<file path="config.mk">
export PLATFORM = sky130hd
export DESIGN_NAME = seq_divider
export DESIGN_NICKNAME = d
export VERILOG_FILES = /design/src/rtl/divider_pkg.sv /design/src/rtl/div_step.sv /design/src/rtl/seq_divider.sv
export SDC_FILE = /design/constraint.sdc
export NUM_CORES = 1
export LEC_CHECK = 0
export ABC_AREA = 1
export CAP_MARGIN = 5
export CORE_ASPECT_RATIO = 1.2
export CORE_MARGIN = 2
export CORE_UTILIZATION = 49
export DETAILED_ROUTE_END_ITERATION = 7
export GPL_TIMING_DRIVEN = 0
export PLACE_DENSITY = 0.84
export SLEW_MARGIN = 20
export SYNTH_ARGS = -nofsm -noshare
export SYNTH_HDL_FRONTEND = slang
export SYNTH_HIERARCHICAL = 1
export SYNTH_SLANG_ARGS = --single-unit
</file>
<file path="constraint.sdc">
create_clock -name clk -period 2.55 [get_ports clk]
set_input_delay 0.51 -clock clk [delete_from_list [all_inputs] [get_ports clk]]
set_output_delay 0.51 -clock clk [all_outputs]
set_load 0.03 [all_outputs]
</file>
<file path="src/rtl/divider_pkg.sv">
`default_nettype none
// ============================================================================
// Module      : divider_pkg
// Description : Shared state encoding and sizing constants for seq_divider.
// Revision    : 1.0 - initial release
// ============================================================================
package divider_pkg;

    typedef enum logic [1:0] {
        ST_IDLE = 2'd0,
        ST_RUN  = 2'd1,
        ST_DONE = 2'd2
    } state_t;

    localparam int C_DEFAULT_WIDTH = 4;
    localparam int C_DEFAULT_CNT_W = $clog2(C_DEFAULT_WIDTH + 1);

    // Step counter must hold the value WIDTH.
    function automatic int cnt_width(input int width);
        return $clog2(width + 1);
    endfunction

endpackage : divider_pkg
`default_nettype wire

</file>
<file path="src/rtl/div_step.sv">
`default_nettype none
// ============================================================================
// Module      : div_step
// Description : One combinational restoring-division step.
// Revision    : 1.0 - initial release
// ============================================================================
module div_step #(
    parameter int WIDTH = 4
) (
    input  logic [WIDTH-1:0] i_rem,
    input  logic             i_dvd_bit,
    input  logic [WIDTH-1:0] i_divisor,
    output logic [WIDTH-1:0] o_rem,
    output logic             o_q_bit
);

    logic [WIDTH:0]   w_rem_wide;
    logic             w_ge;
    logic [WIDTH-1:0] w_diff;

    assign w_rem_wide = {i_rem, i_dvd_bit};
    assign w_ge       = (w_rem_wide >= {1'b0, i_divisor});
    // When w_ge holds the true difference is below the divisor, so the low bits suffice.
    assign w_diff     = w_rem_wide[WIDTH-1:0] - i_divisor;
    assign o_rem      = w_ge ? w_diff : w_rem_wide[WIDTH-1:0];
    assign o_q_bit    = w_ge;

endmodule : div_step
`default_nettype wire

</file>
<file path="src/rtl/seq_divider.sv">
`default_nettype none
// ============================================================================
// Module      : seq_divider
// Description : Multi-cycle unsigned restoring divider, one quotient bit/clock.
// Revision    : 1.0 - initial release
// ============================================================================
module seq_divider
    import divider_pkg::*;
#(
    parameter int WIDTH = C_DEFAULT_WIDTH
) (
    input  logic             clk,
    input  logic             rst,
    input  logic             start,
    input  logic [WIDTH-1:0] dividend,
    input  logic [WIDTH-1:0] divisor,
    output logic             busy,
    output logic             done,
    output logic [WIDTH-1:0] quotient,
    output logic [WIDTH-1:0] remainder,
    output logic             div_by_zero
);

    localparam int C_CNT_W = cnt_width(WIDTH);

    state_t             r_state;
    logic [WIDTH-1:0]   r_dvd;
    logic [WIDTH-1:0]   r_dvs;
    logic [WIDTH-1:0]   r_rem;
    logic [WIDTH-1:0]   r_quo;
    logic [C_CNT_W-1:0] r_cnt;
    logic               r_dbz;

    logic [WIDTH-1:0]   w_rem_next;
    logic               w_q_bit;
    logic               w_accept;

    div_step #(.WIDTH(WIDTH)) u_step (
        .i_rem     (r_rem),
        .i_dvd_bit (r_dvd[WIDTH-1]),
        .i_divisor (r_dvs),
        .o_rem     (w_rem_next),
        .o_q_bit   (w_q_bit)
    );

    assign w_accept = start && (r_state != ST_RUN);

    always_ff @(posedge clk or posedge rst) begin
        if (rst) begin
            r_state     <= ST_IDLE;
            r_dvd       <= '0;
            r_dvs       <= '0;
            r_rem       <= '0;
            r_quo       <= '0;
            r_cnt       <= '0;
            r_dbz       <= 1'b0;
            busy        <= 1'b0;
            done        <= 1'b0;
            quotient    <= '0;
            remainder   <= '0;
            div_by_zero <= 1'b0;
        end else begin
            done <= 1'b0;
            case (r_state)
                ST_IDLE: begin
                    if (start) begin
                        div_by_zero <= 1'b0;
                    end
                end
                ST_RUN: begin
                    r_rem <= w_rem_next;
                    r_quo <= {r_quo[WIDTH-2:0], w_q_bit};
                    r_dvd <= {r_dvd[WIDTH-2:0], 1'b0};
                    r_cnt <= r_cnt + C_CNT_W'(1);
                    if (r_cnt == C_CNT_W'(WIDTH - 1)) begin
                        r_state <= ST_DONE;
                        busy    <= 1'b0;
                    end
                end
                ST_DONE: begin
                    // r_dvd is never shifted on the zero-divisor path, so it still holds the dividend.
                    done        <= 1'b1;
                    quotient    <= r_dbz ? '1 : r_quo;
                    remainder   <= r_dbz ? r_dvd : r_rem;
                    div_by_zero <= r_dbz;
                    r_state     <= ST_IDLE;
                end
                default: begin
                    r_state <= ST_IDLE;
                end
            endcase

            if (w_accept) begin
                r_dvd <= dividend;
                r_dvs <= divisor;
                r_rem <= '0;
                r_quo <= '0;
                r_cnt <= '0;
                r_dbz <= (divisor == '0);
                if (divisor == '0) begin
                    r_state <= ST_DONE;
                    busy    <= 1'b0;
                end else begin
                    r_state <= ST_RUN;
                    busy    <= 1'b1;
                end
            end
        end
    end

endmodule : seq_divider
`default_nettype wire

</file>
==> tab_implementation.tex, run 1 <==
\begin{tabular}{lr}
\hline
Metric & Value \\
\hline
\multicolumn{2}{l}{\textbf{CTS}} \\
CTS clock-pin slew for the worst setup and hold paths & about 0.10 ns \\
CTS sink count & 33 \\
\# H-tree levels & 2 \\
Clock latency reported for the late side of the worst-skew pair & 0.33 ns \\
TritonCTS Buffers & 5 \\
Post-cts gate resize count & 0 \\
Clock tree from TritonCTS & yes \\
CTS Hold Bufs & 0 \\
Master cell of the clock root buffer & sky130\_fd\_sc\_hd\_\_clkbuf\_4 \\
Maximum clock path buffer count & 2 \\
Post-CTS repair timing setup buffer count & 0 \\
\multicolumn{2}{l}{\textbf{Floorplanning}} \\
\# IOs & 22 \\
FP Rows & 22 \\
Vert. Die Dim & around 67 µm \\
Die Area & 3740 µm² \\
Die width & 56.2 µm \\
Core outline area & 3080 µm² \\
Effective utilization at floorplan & about half \\
\multicolumn{2}{l}{\textbf{Yosys}} \\
Post-synthesis instance area & 1600 µm² \\
Library cell with the largest summed area after synthesis & sky130\_fd\_sc\_hd\_\_dfrtp\_1 \\
Total of flip-flops plus latches after synthesis & 33 \\
Number of distinct library cell variants in the gate-level netlist after synthesis & 22 \\
Post-Syn Area per Cell & 8.42 µm² \\
Share of the synthesized area in the top cell type & around half \\
Async set-reset flop share out of synthesis & 100\% \\
Yosys Warn Count & 6 \\
Post-synthesis sequential area ratio & $\sim$52\% \\
Area contributors post-synth & sky130\_fd\_sc\_hd\_\_dfrtp\_1 (52\%), sky130\_fd\_sc\_hd\_\_nand2\_1 (16\%), sky130\_fd\_sc\_hd\_\_inv\_1 (4.9\%), sky130\_fd\_sc\_hd\_\_ha\_1 (4.7\%), sky130\_fd\_sc\_hd\_\_o21ai\_0 (4.7\%) \\
Synthesized netlist net count & $\sim$210 \\
Synthesized instance count & 190 \\
Most frequently used flop master after synthesis & sky130\_fd\_sc\_hd\_\_dfrtp\_1 \\
EDFF count, synth & 0 \\
\multicolumn{2}{l}{\textbf{Final layout}} \\
Area taken by flip-flops and latches & 826 µm² \\
Multi-input logic area & 674 µm² \\
Summed area of non-filler cells in the final layout & about 1900 µm² \\
Layout Nets & 236 \\
Layout overhead on the synthesized area & 21.3\% \\
Layout cells sized above 1 & 9.59\% \\
Number of antenna diodes & 0 \\
Filler cell count in the final layout & 265 \\
\multicolumn{2}{l}{\textbf{Run status}} \\
Result of the run & complete, no violations \\
\multicolumn{2}{l}{\textbf{Detailed routing}} \\
Number of detailed-route iterations in the first pass & 4 \\
Iteration-0 DRC Markers & 42 \\
Post-detailed-route DRC marker count & 0 \\
DR vias/cell & 5.13 \\
Post-detailed-routing wire length & 3.09 mm \\
Post-route ant nets & 0 \\
Via count & 1309 \\
Routed wire length per instance & 12.1 µm \\
\multicolumn{2}{l}{\textbf{Pwr}} \\
VDD IR max & approximately 0.65 mV \\
Cell Pwr Density & 1330 nW/µm² \\
Static power due to leakage & between 1 and 1.5 nW \\
\multicolumn{2}{l}{\textbf{Min path}} \\
Worst min-delay path class & flop to flop \\
\multicolumn{2}{l}{\textbf{Critical path}} \\
Worst path required time & 2.04 ns \\
Startpoint kind of the worst setup timing path & flop \\
Slowest cell on the critical path & sky130\_fd\_sc\_hd\_\_clkdlybuf4s50\_1 \\
Worst setup path category & flop to primary output \\
Biggest cell delay along the critical path & 0.67 ns \\
Worst Path Buf+Inv & 1 \\
Worst Path Arrival & 1.37 ns \\
Biggest fanout along the worst timing path & 2 \\
Cell chain of the critical path & clkdlybuf4s50\_1 \\
Element type at the critical path end & primary output \\
Cell type group with the largest total delay on the critical path & buffers and inverters \\
\multicolumn{2}{l}{\textbf{Run}} \\
Max-cap viol count & 0 \\
\multicolumn{2}{l}{\textbf{Global route}} \\
Number of antenna violations at the first check in global routing & 0 \\
First-pass GRT wire length & 5.45 mm \\
Maximum number of pins on one net before global-route repair & 34 \\
Global-route total usage across every layer & a little under a fifth \\
Overflow left after global routing & 0 \\
Number of global-route vias before repair & 1244 \\
\multicolumn{2}{l}{\textbf{Timing}} \\
Setup repair after global routing missed its margin & false \\
Total setup violations reported at the end of the flow & 0 \\
Final setup skew & 0.00332 ns \\
Final hold vios & 0 \\
Post-route minimum period & 1.88 ns \\
Pins Over Slew Limit & 0 \\
Minimum setup slack in the final design & roughly 0.67 ns \\
Period utilization & $\sim$74\% \\
Worst hold margin & 0.486 ns \\
Worst Max-Slew Pin Slew & approximately 0.67 ns \\
Total Neg Setup Slack & 0 ns \\
Peak clock frequency supported by timing & 531 MHz \\
Slew HR & 55.5\% \\
\multicolumn{2}{l}{\textbf{Placed design}} \\
IO buf count & 21 \\
Placed wire-length estimate after detailed placement & 2.22 mm \\
Final weighted congestion of routability-driven global placement & 0.819 \\
Pre-CTS WS & 0.764 ns \\
Area after DPL & 1860 µm² \\
\hline
\end{tabular}
## stage by stage
step | total power (W) | utilization [%] | instances
3_5_place_dp | 0.00217 | 60.2 | 247
5_1_grt | 0.00278 | 62.9 | 255
4_1_cts | 0.00259 | 62.9 | 255
2_1_floorplan | 0.00182 | - | 190
6_report | 0.00257 | 62.9 | 255
3_3_place_gp | 0.00212 | 60.2 | 247
## placed cells by master, fill, tap and decap left out
cell type | Yosys | final
sky130_fd_sc_hd__nand2_1 | 69 | 69
sky130_fd_sc_hd__nand2_4 | 2 | 2
sky130_fd_sc_hd__a21oi_1 | 1 | 1
sky130_fd_sc_hd__inv_1 | 21 | 20
sky130_fd_sc_hd__nor2_2 | 1 | 1
sky130_fd_sc_hd__inv_2 | 2 | 3
sky130_fd_sc_hd__buf_2 | 2 | 2
sky130_fd_sc_hd__o211ai_1 | 4 | 4
sky130_fd_sc_hd__dfrtp_1 | 33 | 33
sky130_fd_sc_hd__clkbuf_8 | 0 | 1
sky130_fd_sc_hd__bufinv_16 | 0 | 1
sky130_fd_sc_hd__nor2_1 | 9 | 9
sky130_fd_sc_hd__or2_4 | 1 | 1
sky130_fd_sc_hd__o21ai_0 | 15 | 15
sky130_fd_sc_hd__clkbuf_4 | 0 | 5
sky130_fd_sc_hd__fa_1 | 1 | 1
sky130_fd_sc_hd__nand2_2 | 2 | 2
sky130_fd_sc_hd__a21oi_2 | 1 | 1
sky130_fd_sc_hd__o22ai_1 | 3 | 3
sky130_fd_sc_hd__clkinv_1 | 1 | 1
sky130_fd_sc_hd__nand3_1 | 12 | 12
sky130_fd_sc_hd__clkbuf_1 | 0 | 1
sky130_fd_sc_hd__xnor2_1 | 1 | 1
sky130_fd_sc_hd__ha_1 | 6 | 6
sky130_fd_sc_hd__nand3b_1 | 1 | 1
sky130_fd_sc_hd__clkdlybuf4s50_1 | 0 | 21
sky130_fd_sc_hd__nor2_4 | 2 | 2
## logic make-up (layout without fill, tap and decap cells)
kind of cell	after synthesis	in the layout	share of synthesized area, %
DFF	33	33	51.6
AOI/OAI and AO/OA	24	24	8.60
xor gates and xnor gates	1	1	0.547
and+or+nand+nor	99	99	27.1
adders and majority gates	7	7	5.94
buffers and inverters	26	55	6.26
## final cells by class
type,count,area share [%]
Clock inverter,1,1.55
Buffer,2,0.516
Clock buffer,7,2.84
Tap cell,36,2.32
Inverter,24,4.64
Sequential cell,33,42.6
Timing Repair Buffer,21,10.8
Multi-Input combinational cell,131,34.8
## synth_stat cells, types with 2 or more instances
library cell	count
sky130_fd_sc_hd__ha_1	6
sky130_fd_sc_hd__dfrtp_1	33
sky130_fd_sc_hd__o211ai_1	4
sky130_fd_sc_hd__o21ai_0	15
sky130_fd_sc_hd__inv_2	2
sky130_fd_sc_hd__nand3_1	12
sky130_fd_sc_hd__nand2_4	2
sky130_fd_sc_hd__nand2_1	69
sky130_fd_sc_hd__buf_2	2
sky130_fd_sc_hd__nor2_1	9
sky130_fd_sc_hd__inv_1	21
sky130_fd_sc_hd__nand2_2	2
sky130_fd_sc_hd__nor2_4	2
sky130_fd_sc_hd__o22ai_1	3
## worst reg2reg max path, stage by stage, from the launching register on
cell                      delay [ns]
sky130_fd_sc_hd__dfrtp_1        0.42
sky130_fd_sc_hd__ha_1           0.37
sky130_fd_sc_hd__nand2_1        0.14
sky130_fd_sc_hd__nor2_4         0.06
sky130_fd_sc_hd__nor2_4         0.18
sky130_fd_sc_hd__nand2_4        0.09
sky130_fd_sc_hd__nand2_1        0.06
sky130_fd_sc_hd__nand2_1        0.05
sky130_fd_sc_hd__nand2_1        0.06
sky130_fd_sc_hd__o21ai_0        0.07
## flip-flops by register name, indices dropped and copies added, names as in the netlist
name         count
busy             1
div_by_zero      1
done             1
quotient         4
r_cnt            3
r_dbz            1
r_dvd            4
r_dvs            4
r_quo            4
r_rem            4
r_state          2
remainder        4
## worst paths after layout
path                                         startpoint                    to  slack, ns  depth (start not counted)
worst max-delay path            div_by_zero$_DFFE_PP0P_           div_by_zero       0.67                          1
worst min-delay path               r_cnt[0]$_DFFE_PP0P_  r_cnt[0]$_DFFE_PP0P_       0.49                          1
worst max register to register     r_rem[1]$_DFFE_PP0P_  r_rem[2]$_DFFE_PP0P_       0.93                          9
worst min register to register     r_cnt[0]$_DFFE_PP0P_  r_cnt[0]$_DFFE_PP0P_       0.49                          1
max in group asynchronous                           rst  r_dvs[2]$_DFFE_PP0P_       1.53                          2
min in group asynchronous                           rst        done$_DFF_PP0_       0.58                          2
## routing by layer
layer  vias up  share of wire [%]  GRT usage (%)
met3         5                3.0           4.08
li1        658                  -              -
met4         0                2.0           9.82
met1       619                 45           23.9
met2        27                 50           31.0
met5         -                  0              0
## report_power, final
part           total, W  switching (W)  internal, W
Sequential     0.000869       0.000137     0.000732
Clock          0.000411       0.000177     0.000234
Combinational   0.00129       0.000793     0.000498
Total           0.00257        0.00111      0.00146
No activity file was read; power rests on OpenSTA's default activity.
==> run 2, diff against run 1 <==
--- a/config.mk
+++ b/config.mk
@@ -9,10 +9,10 @@
 export CAP_MARGIN = 5
 export CORE_ASPECT_RATIO = 1.2
 export CORE_MARGIN = 2
-export CORE_UTILIZATION = 49
+export CORE_UTILIZATION = 48
 export DETAILED_ROUTE_END_ITERATION = 7
 export GPL_TIMING_DRIVEN = 0
-export PLACE_DENSITY = 0.84
+export PLACE_DENSITY = 0.85
 export SLEW_MARGIN = 20
 export SYNTH_ARGS = -nofsm -noshare
 export SYNTH_HDL_FRONTEND = slang
==> constraint.sdc (replaced) <==
create_clock -name clk -period 1.7 [get_ports clk]
set_input_delay 0.34 -clock clk [delete_from_list [all_inputs] [get_ports clk]]
set_output_delay 0.34 -clock clk [all_outputs]
set_load 0.03 [all_outputs]
==> tab_implementation.tex, run 2 (synthesis results as in run 1) <==
\begin{tabular}{lr}
\hline
Metric & Value \\
\hline
\multicolumn{2}{l}{\textbf{Detailed routing}} \\
Number of detailed-route iterations in the first pass & 4 \\
DR vias/cell & 5.18 \\
Via count & roughly 1300 \\
Routed wire length per instance & 12.5 µm \\
Post-detailed-route DRC marker count & 0 \\
Post-detailed-routing wire length & 3.22 mm \\
Post-route ant nets & 0 \\
Iteration-0 DRC Markers & 49 \\
\multicolumn{2}{l}{\textbf{Final layout}} \\
Summed area of non-filler cells in the final layout & 1920 µm² \\
Layout cells sized above 1 & 10.9\% \\
Leading cell types in the layout, fill and taps excluded & sky130\_fd\_sc\_hd\_\_nand2\_1 (69), sky130\_fd\_sc\_hd\_\_dfrtp\_1 (33), sky130\_fd\_sc\_hd\_\_inv\_1 (20) \\
Number of antenna diodes & 0 \\
Most frequent standard cell in the layout excluding fill and tap cells & sky130\_fd\_sc\_hd\_\_nand2\_1 \\
Layout Nets & 238 \\
Layout overhead on the synthesized area & 20.3\% \\
\multicolumn{2}{l}{\textbf{Pwr}} \\
Share of power burned in combinational logic & 52.6\% \\
Portion of total power attributed to sequential cells & roughly 36\% \\
Static power due to leakage & 1.05 nW \\
Fraction of power spent switching nets & a little under half \\
VDD IR max & 1.17 mV \\
Share of total power in the clock network & 11.5\% \\
Cell Pwr Density & roughly 1900 nW/µm² \\
Total internal power & just under 0.002 W \\
Switching power summed over all nets & 0.00167 W \\
\multicolumn{2}{l}{\textbf{Timing}} \\
Setup repair after global routing missed its margin & true \\
Final hold vios & 0 \\
Post-route minimum period & 1.59 ns \\
Worst Max-Slew Pin Slew & around 0.67 ns \\
Pins Over Slew Limit & 0 \\
Final setup skew & 0.0134 ns \\
Total setup violations reported at the end of the flow & 0 \\
Peak clock frequency supported by timing & 628 MHz \\
Slew HR & 55.2\% \\
Total Neg Setup Slack & 0 ns \\
Period utilization & between 90\% and 100\% \\
\multicolumn{2}{l}{\textbf{CTS}} \\
CTS clock-pin slew for the worst setup and hold paths & 0.11 ns \\
Clock latency reported for the late side of the worst-skew pair & approximately 0.34 ns \\
TritonCTS Buffers & 5 \\
\# H-tree levels & 2 \\
Clock tree from TritonCTS & yes \\
Master cell of the clock root buffer & sky130\_fd\_sc\_hd\_\_clkbuf\_4 \\
CTS sink count & 33 \\
Maximum clock path buffer count & 2 \\
CTS Hold Bufs & 0 \\
\multicolumn{2}{l}{\textbf{Floorplanning}} \\
Die Area & 3810 µm² \\
Core outline area & 3110 µm² \\
\# IOs & 22 \\
Vert. Die Dim & 67.3 µm \\
Die width & between 50 and 60 µm \\
Effective utilization at floorplan & 51.4\% \\
FP Rows & 22 \\
\multicolumn{2}{l}{\textbf{Placed design}} \\
Area after DPL & 1860 µm² \\
IO buf count & 21 \\
Placed wire-length estimate after detailed placement & 2.32 mm \\
Final weighted congestion of routability-driven global placement & 0.786 \\
\multicolumn{2}{l}{\textbf{Min path}} \\
Worst min-delay path class & primary input to async pin \\
\multicolumn{2}{l}{\textbf{Critical path}} \\
Worst path required time & roughly 1.9 ns \\
Biggest fanout along the worst timing path & 4 \\
Worst setup path category & flop to flop \\
Worst Path Arrival & between 1.5 and 2 ns \\
Element type at the critical path end & flop \\
Startpoint kind of the worst setup timing path & flop \\
\multicolumn{2}{l}{\textbf{Global route}} \\
Number of global-route vias before repair & 1307 \\
Global-route total usage across every layer & 19.9\% \\
Maximum number of pins on one net before global-route repair & 34 \\
Number of antenna violations at the first check in global routing & 0 \\
Overflow left after global routing & 0 \\
First-pass GRT wire length & 5.67 mm \\
\multicolumn{2}{l}{\textbf{Run status}} \\
Result of the run & complete, no violations \\
\multicolumn{2}{l}{\textbf{Run}} \\
Max-cap viol count & 0 \\
\hline
\end{tabular}
[run 2: cell types whose count changed in the layout (fill, tap and decap cells not counted), sizes merged, moves of 2 or more]
cell           delta
buf               +2
clkinv            +2
dlygate4sd2      +10
clkdlybuf4s50    -11
[run 2: repair_timing]
action,CTS,global route
setup buffers,0,2
endpoints found under the setup margin,10,4
resized for setup,10,2
[run 2: critical path, stage by stage, from the launching register on]
cell and delay (ns):
sky130_fd_sc_hd__dfrtp_1 0.42, sky130_fd_sc_hd__inv_1 0.06, sky130_fd_sc_hd__ha_1 0.22, sky130_fd_sc_hd__fa_1 0.38, sky130_fd_sc_hd__xnor2_1 0.14, sky130_fd_sc_hd__nand2_1 0.06, sky130_fd_sc_hd__nand2_1 0.05, sky130_fd_sc_hd__nand2_1 0.06
sky130_fd_sc_hd__o21ai_0 0.07
[run 2: metal layers]
| layer | vias up | share of wire [%] | wire (µm) | global-route usage, % |
|---|---|---|---|---|
| met1 | 634 | 45 | 1450 | 23.8 |
| met3 | 6 | 3.5 | 113 | 4.60 |
| met4 | 0 | 2.3 | 74 | 11.9 |
| li1 | 667 | - | - | - |
| met2 | 24 | 49 | 1580 | 33.0 |
| met5 | - | 0 | 0 | 0 |
[run 2: power by group through the flow]
stage	sequential, W	combinational (W)	clock [W]
floorplan	0.00147	0.00126	0
global placement	0.00131	0.00188	0
detailed placement	0.00133	0.00194	0
CTS	0.00131	0.00189	0.000428
global route	0.00136	0.00220	0.000473
finish	0.00132	0.00192	0.000421
[run 2: path summary, 6_finish.rpt]
path	startpoint	to	slack, ns	cells after the start
min	rst	done$_DFF_PP0_	0.40	2
min in group clk	remainder[1]$_DFFE_PP0P_	remainder[1]$_DFFE_PP0P_	0.48	2
max in group asynchronous	rst	r_dvs[3]$_DFFE_PP0P_	0.85	2
max reg2reg	r_dvd[3]$_DFFE_PP0P_	r_rem[2]$_DFFE_PP0P_	0.11	8
max	r_dvd[3]$_DFFE_PP0P_	r_rem[2]$_DFFE_PP0P_	0.11	8
min reg2reg	remainder[1]$_DFFE_PP0P_	remainder[1]$_DFFE_PP0P_	0.48	2
[run 2: cell type report]
type | instances | area, µm²
Tap cell | 36 | 45.0
Buffer | 2 | 10.0
Multi-Input combinational cell | 131 | 687
Fill cell | 283 | 1190
Clock buffer | 6 | 41.3
Sequential cell | 33 | 826
Timing Repair Buffer | 23 | 215
Clock inverter | 2 | 10.0
Inverter | 24 | 90.1
[run 2: per-stage QoR]
stage	total power, W	setup slack [ns]	hold slack [ns]	instances	util [%]
after floorplan	0.00273	0.263	0.446	190	-
after global placement	0.00319	-0.0954	0.459	247	59.7
after detailed placement	0.00327	0.103	0.466	247	59.7
after CTS	0.00362	0.0198	0.417	255	60.9
after global routing	0.00404	-0.0303	0.452	257	61.9
final	0.00366	0.107	0.400	257	61.9
==> run 3, diff against run 2 <==
--- a/config.mk
+++ b/config.mk
@@ -9,10 +9,11 @@
 export CAP_MARGIN = 5
 export CORE_ASPECT_RATIO = 1.2
 export CORE_MARGIN = 2
-export CORE_UTILIZATION = 48
+export CORE_UTILIZATION = 47
 export DETAILED_ROUTE_END_ITERATION = 7
 export GPL_TIMING_DRIVEN = 0
-export PLACE_DENSITY = 0.85
+export PLACE_DENSITY = 0.84
+export SKIP_CTS_REPAIR_TIMING = 1
 export SLEW_MARGIN = 20
 export SYNTH_ARGS = -nofsm -noshare
 export SYNTH_HDL_FRONTEND = slang
==> tab_implementation.tex, run 3 (synthesis results as in run 1) <==
\begin{tabular}{lr}
\hline
Metric & Value \\
\hline
\multicolumn{2}{l}{\textbf{Run status}} \\
Result of the run & complete, no violations \\
\multicolumn{2}{l}{\textbf{Detailed routing}} \\
Iteration-0 DRC Markers & 42 \\
Post-detailed-routing wire length & between 3 and 4 mm \\
DR vias/cell & 5.10 \\
Number of detailed-route iterations in the first pass & 4 \\
Via count & 1300 \\
Post-route ant nets & 0 \\
Routed wire length per instance & 12.0 µm \\
Post-detailed-route DRC marker count & 0 \\
\multicolumn{2}{l}{\textbf{Timing}} \\
Final setup skew & 0.00708 ns \\
Final hold vios & 0 \\
Setup repair after global routing missed its margin & false \\
Minimum setup slack in the final design & 0.0523 ns \\
Pins Over Slew Limit & 0 \\
Slew HR & 55.3\% \\
Peak clock frequency supported by timing & 607 MHz \\
Post-route minimum period & 1.65 ns \\
Worst Max-Slew Pin Slew & 0.669 ns \\
Period utilization & roughly 97\% \\
Total setup violations reported at the end of the flow & 0 \\
\multicolumn{2}{l}{\textbf{Floorplanning}} \\
Core outline area & 3310 µm² \\
Die Area & 3890 µm² \\
FP Rows & 23 \\
Die width & 57.3 µm \\
Effective utilization at floorplan & 48.4\% \\
Vert. Die Dim & 67.9 µm \\
\# IOs & 22 \\
\multicolumn{2}{l}{\textbf{Critical path}} \\
Cell type group with the largest total delay on the critical path & buffers and inverters \\
Biggest cell delay along the critical path & 0.67 ns \\
Slowest cell on the critical path & sky130\_fd\_sc\_hd\_\_clkdlybuf4s50\_1 \\
Startpoint kind of the worst setup timing path & flop \\
Element type at the critical path end & primary output \\
Worst path depth & 1 \\
Worst Path Arrival & 1.31 ns \\
Worst path required time & roughly 1.4 ns \\
Number of cell instances on the worst register-to-register path & 8 \\
Biggest fanout along the worst timing path & 2 \\
Worst Path Buf+Inv & 1 \\
Cell chain of the critical path & clkdlybuf4s50\_1 \\
Worst setup path category & flop to primary output \\
\multicolumn{2}{l}{\textbf{Pwr}} \\
Total internal power & 0.00220 W \\
Static power due to leakage & 1.02 nW \\
Fraction of power spent switching nets & roughly 43\% \\
VDD IR max & between 1 and 1.5 mV \\
Share of total power in the clock network & between 10\% and 20\% \\
Portion of total power attributed to sequential cells & approximately a third \\
Share of power burned in combinational logic & 50.7\% \\
Cell Pwr Density & 1970 nW/µm² \\
Switching power summed over all nets & 0.00168 W \\
\multicolumn{2}{l}{\textbf{Final layout}} \\
Filler cell count in the final layout & 290 \\
Layout cells sized above 1 & 10.1\% \\
Most frequent standard cell in the layout excluding fill and tap cells & sky130\_fd\_sc\_hd\_\_nand2\_1 \\
Layout overhead on the synthesized area & 22.6\% \\
Multi-input logic area & 687 µm² \\
Layout Nets & 236 \\
Number of antenna diodes & 0 \\
Area taken by flip-flops and latches & $\sim$830 µm² \\
Summed area of non-filler cells in the final layout & around 2000 µm² \\
Leading cell types in the layout, fill and taps excluded & sky130\_fd\_sc\_hd\_\_nand2\_1 (69), sky130\_fd\_sc\_hd\_\_dfrtp\_1 (33), sky130\_fd\_sc\_hd\_\_inv\_1 (20), sky130\_fd\_sc\_hd\_\_clkdlybuf4s50\_1 (20), sky130\_fd\_sc\_hd\_\_o21ai\_0 (15) \\
\multicolumn{2}{l}{\textbf{CTS}} \\
TritonCTS Buffers & 5 \\
CTS sink count & 33 \\
Maximum clock path buffer count & 2 \\
CTS clock-pin slew for the worst setup and hold paths & 0.07 ns \\
Clock latency reported for the late side of the worst-skew pair & 0.29 ns \\
Clock tree from TritonCTS & yes \\
Master cell of the clock root buffer & sky130\_fd\_sc\_hd\_\_clkbuf\_8 \\
\# H-tree levels & 2 \\
\multicolumn{2}{l}{\textbf{Min path}} \\
Worst min-delay path class & primary input to async pin \\
\multicolumn{2}{l}{\textbf{Global route}} \\
First-pass GRT wire length & 5.28 mm \\
Maximum number of pins on one net before global-route repair & 34 \\
Overflow left after global routing & 0 \\
Global-route total usage across every layer & 18.1\% \\
Number of global-route vias before repair & roughly 1200 \\
Number of antenna violations at the first check in global routing & 0 \\
\multicolumn{2}{l}{\textbf{Placed design}} \\
IO buf count & 21 \\
Area after DPL & 1860 µm² \\
Pre-CTS WS & between 0.1 and 0.15 ns \\
Final weighted congestion of routability-driven global placement & 0.838 \\
Placed wire-length estimate after detailed placement & 2.27 mm \\
\multicolumn{2}{l}{\textbf{Run}} \\
Max-cap viol count & 0 \\
\hline
\end{tabular}
[run 3: cell types whose count changed in the layout (fill, tap and decap cells not counted), sizes merged]
cell and change:
clkdlybuf4s50 +10, dlygate4sd2 -10, buf -2, clkinv -2, clkinvlp +1
[run 3: power groups by stage]
stage,Sequential (W),Combinational (W),Clock [W]
2_1_floorplan,0.00147,0.00126,0
3_3_place_gp,0.00131,0.00187,0
3_5_place_dp,0.00132,0.00194,0
4_1_cts,0.00132,0.00195,0.000595
5_1_grt,0.00136,0.00221,0.000642
6_report,0.00132,0.00197,0.000592
[run 3: stage by stage]
stage               util, %  TNS [ns]  std cells  hold slack (ns)  total power (W)
floorplan                 -         0        190            0.446          0.00273
global placement       56.1     -3.18        248            0.463          0.00318
detailed placement     56.1         0        248            0.464          0.00326
CTS                    58.8         0        255            0.483          0.00386
global route           59.3         0        255            0.495          0.00421
finish                 59.3         0        255            0.465          0.00387
[run 3: final cells by class]
type                    count  share of cell area (%)
clock buffers               6                    4.21
clock inverters             1                   0.383
flip-flops and latches     33                    42.1
repair buffers             21                    10.8
plain buffers               2                   0.510
inverters                  24                    4.59
multi-input cells         131                    35.0
well taps                  37                    2.36
[run 3: path summary, 6_finish.rpt]
kind,start,to,slack [ns]
setup / recovery,busy$_DFFE_PP0P_,busy,0.05
hold / removal,rst,quotient[3]$_DFFE_PP0P_,0.47
setup reg to reg,r_dvd[3]$_DFFE_PP0P_,r_rem[2]$_DFFE_PP0P_,0.12
hold reg to reg,quotient[3]$_DFFE_PP0P_,quotient[3]$_DFFE_PP0P_,0.48
max in group asynchronous,rst,r_rem[0]$_DFFE_PP0P_,0.79
min in group clk,quotient[3]$_DFFE_PP0P_,quotient[3]$_DFFE_PP0P_,0.48
[run 3: routing by layer]
metal / global-route usage [%] / vias to the layer above / routed length [µm] / part of all wire, %
li1: - / 660 / - / -
met1: 20.0 / 600 / 1330 / 44
met2: 32.5 / 35 / 1540 / 50
met3: 5.67 / 5 / 131 / 4.3
met4: 7.27 / 0 / 48 / 1.6
met5: 0 / - / 0 / 0
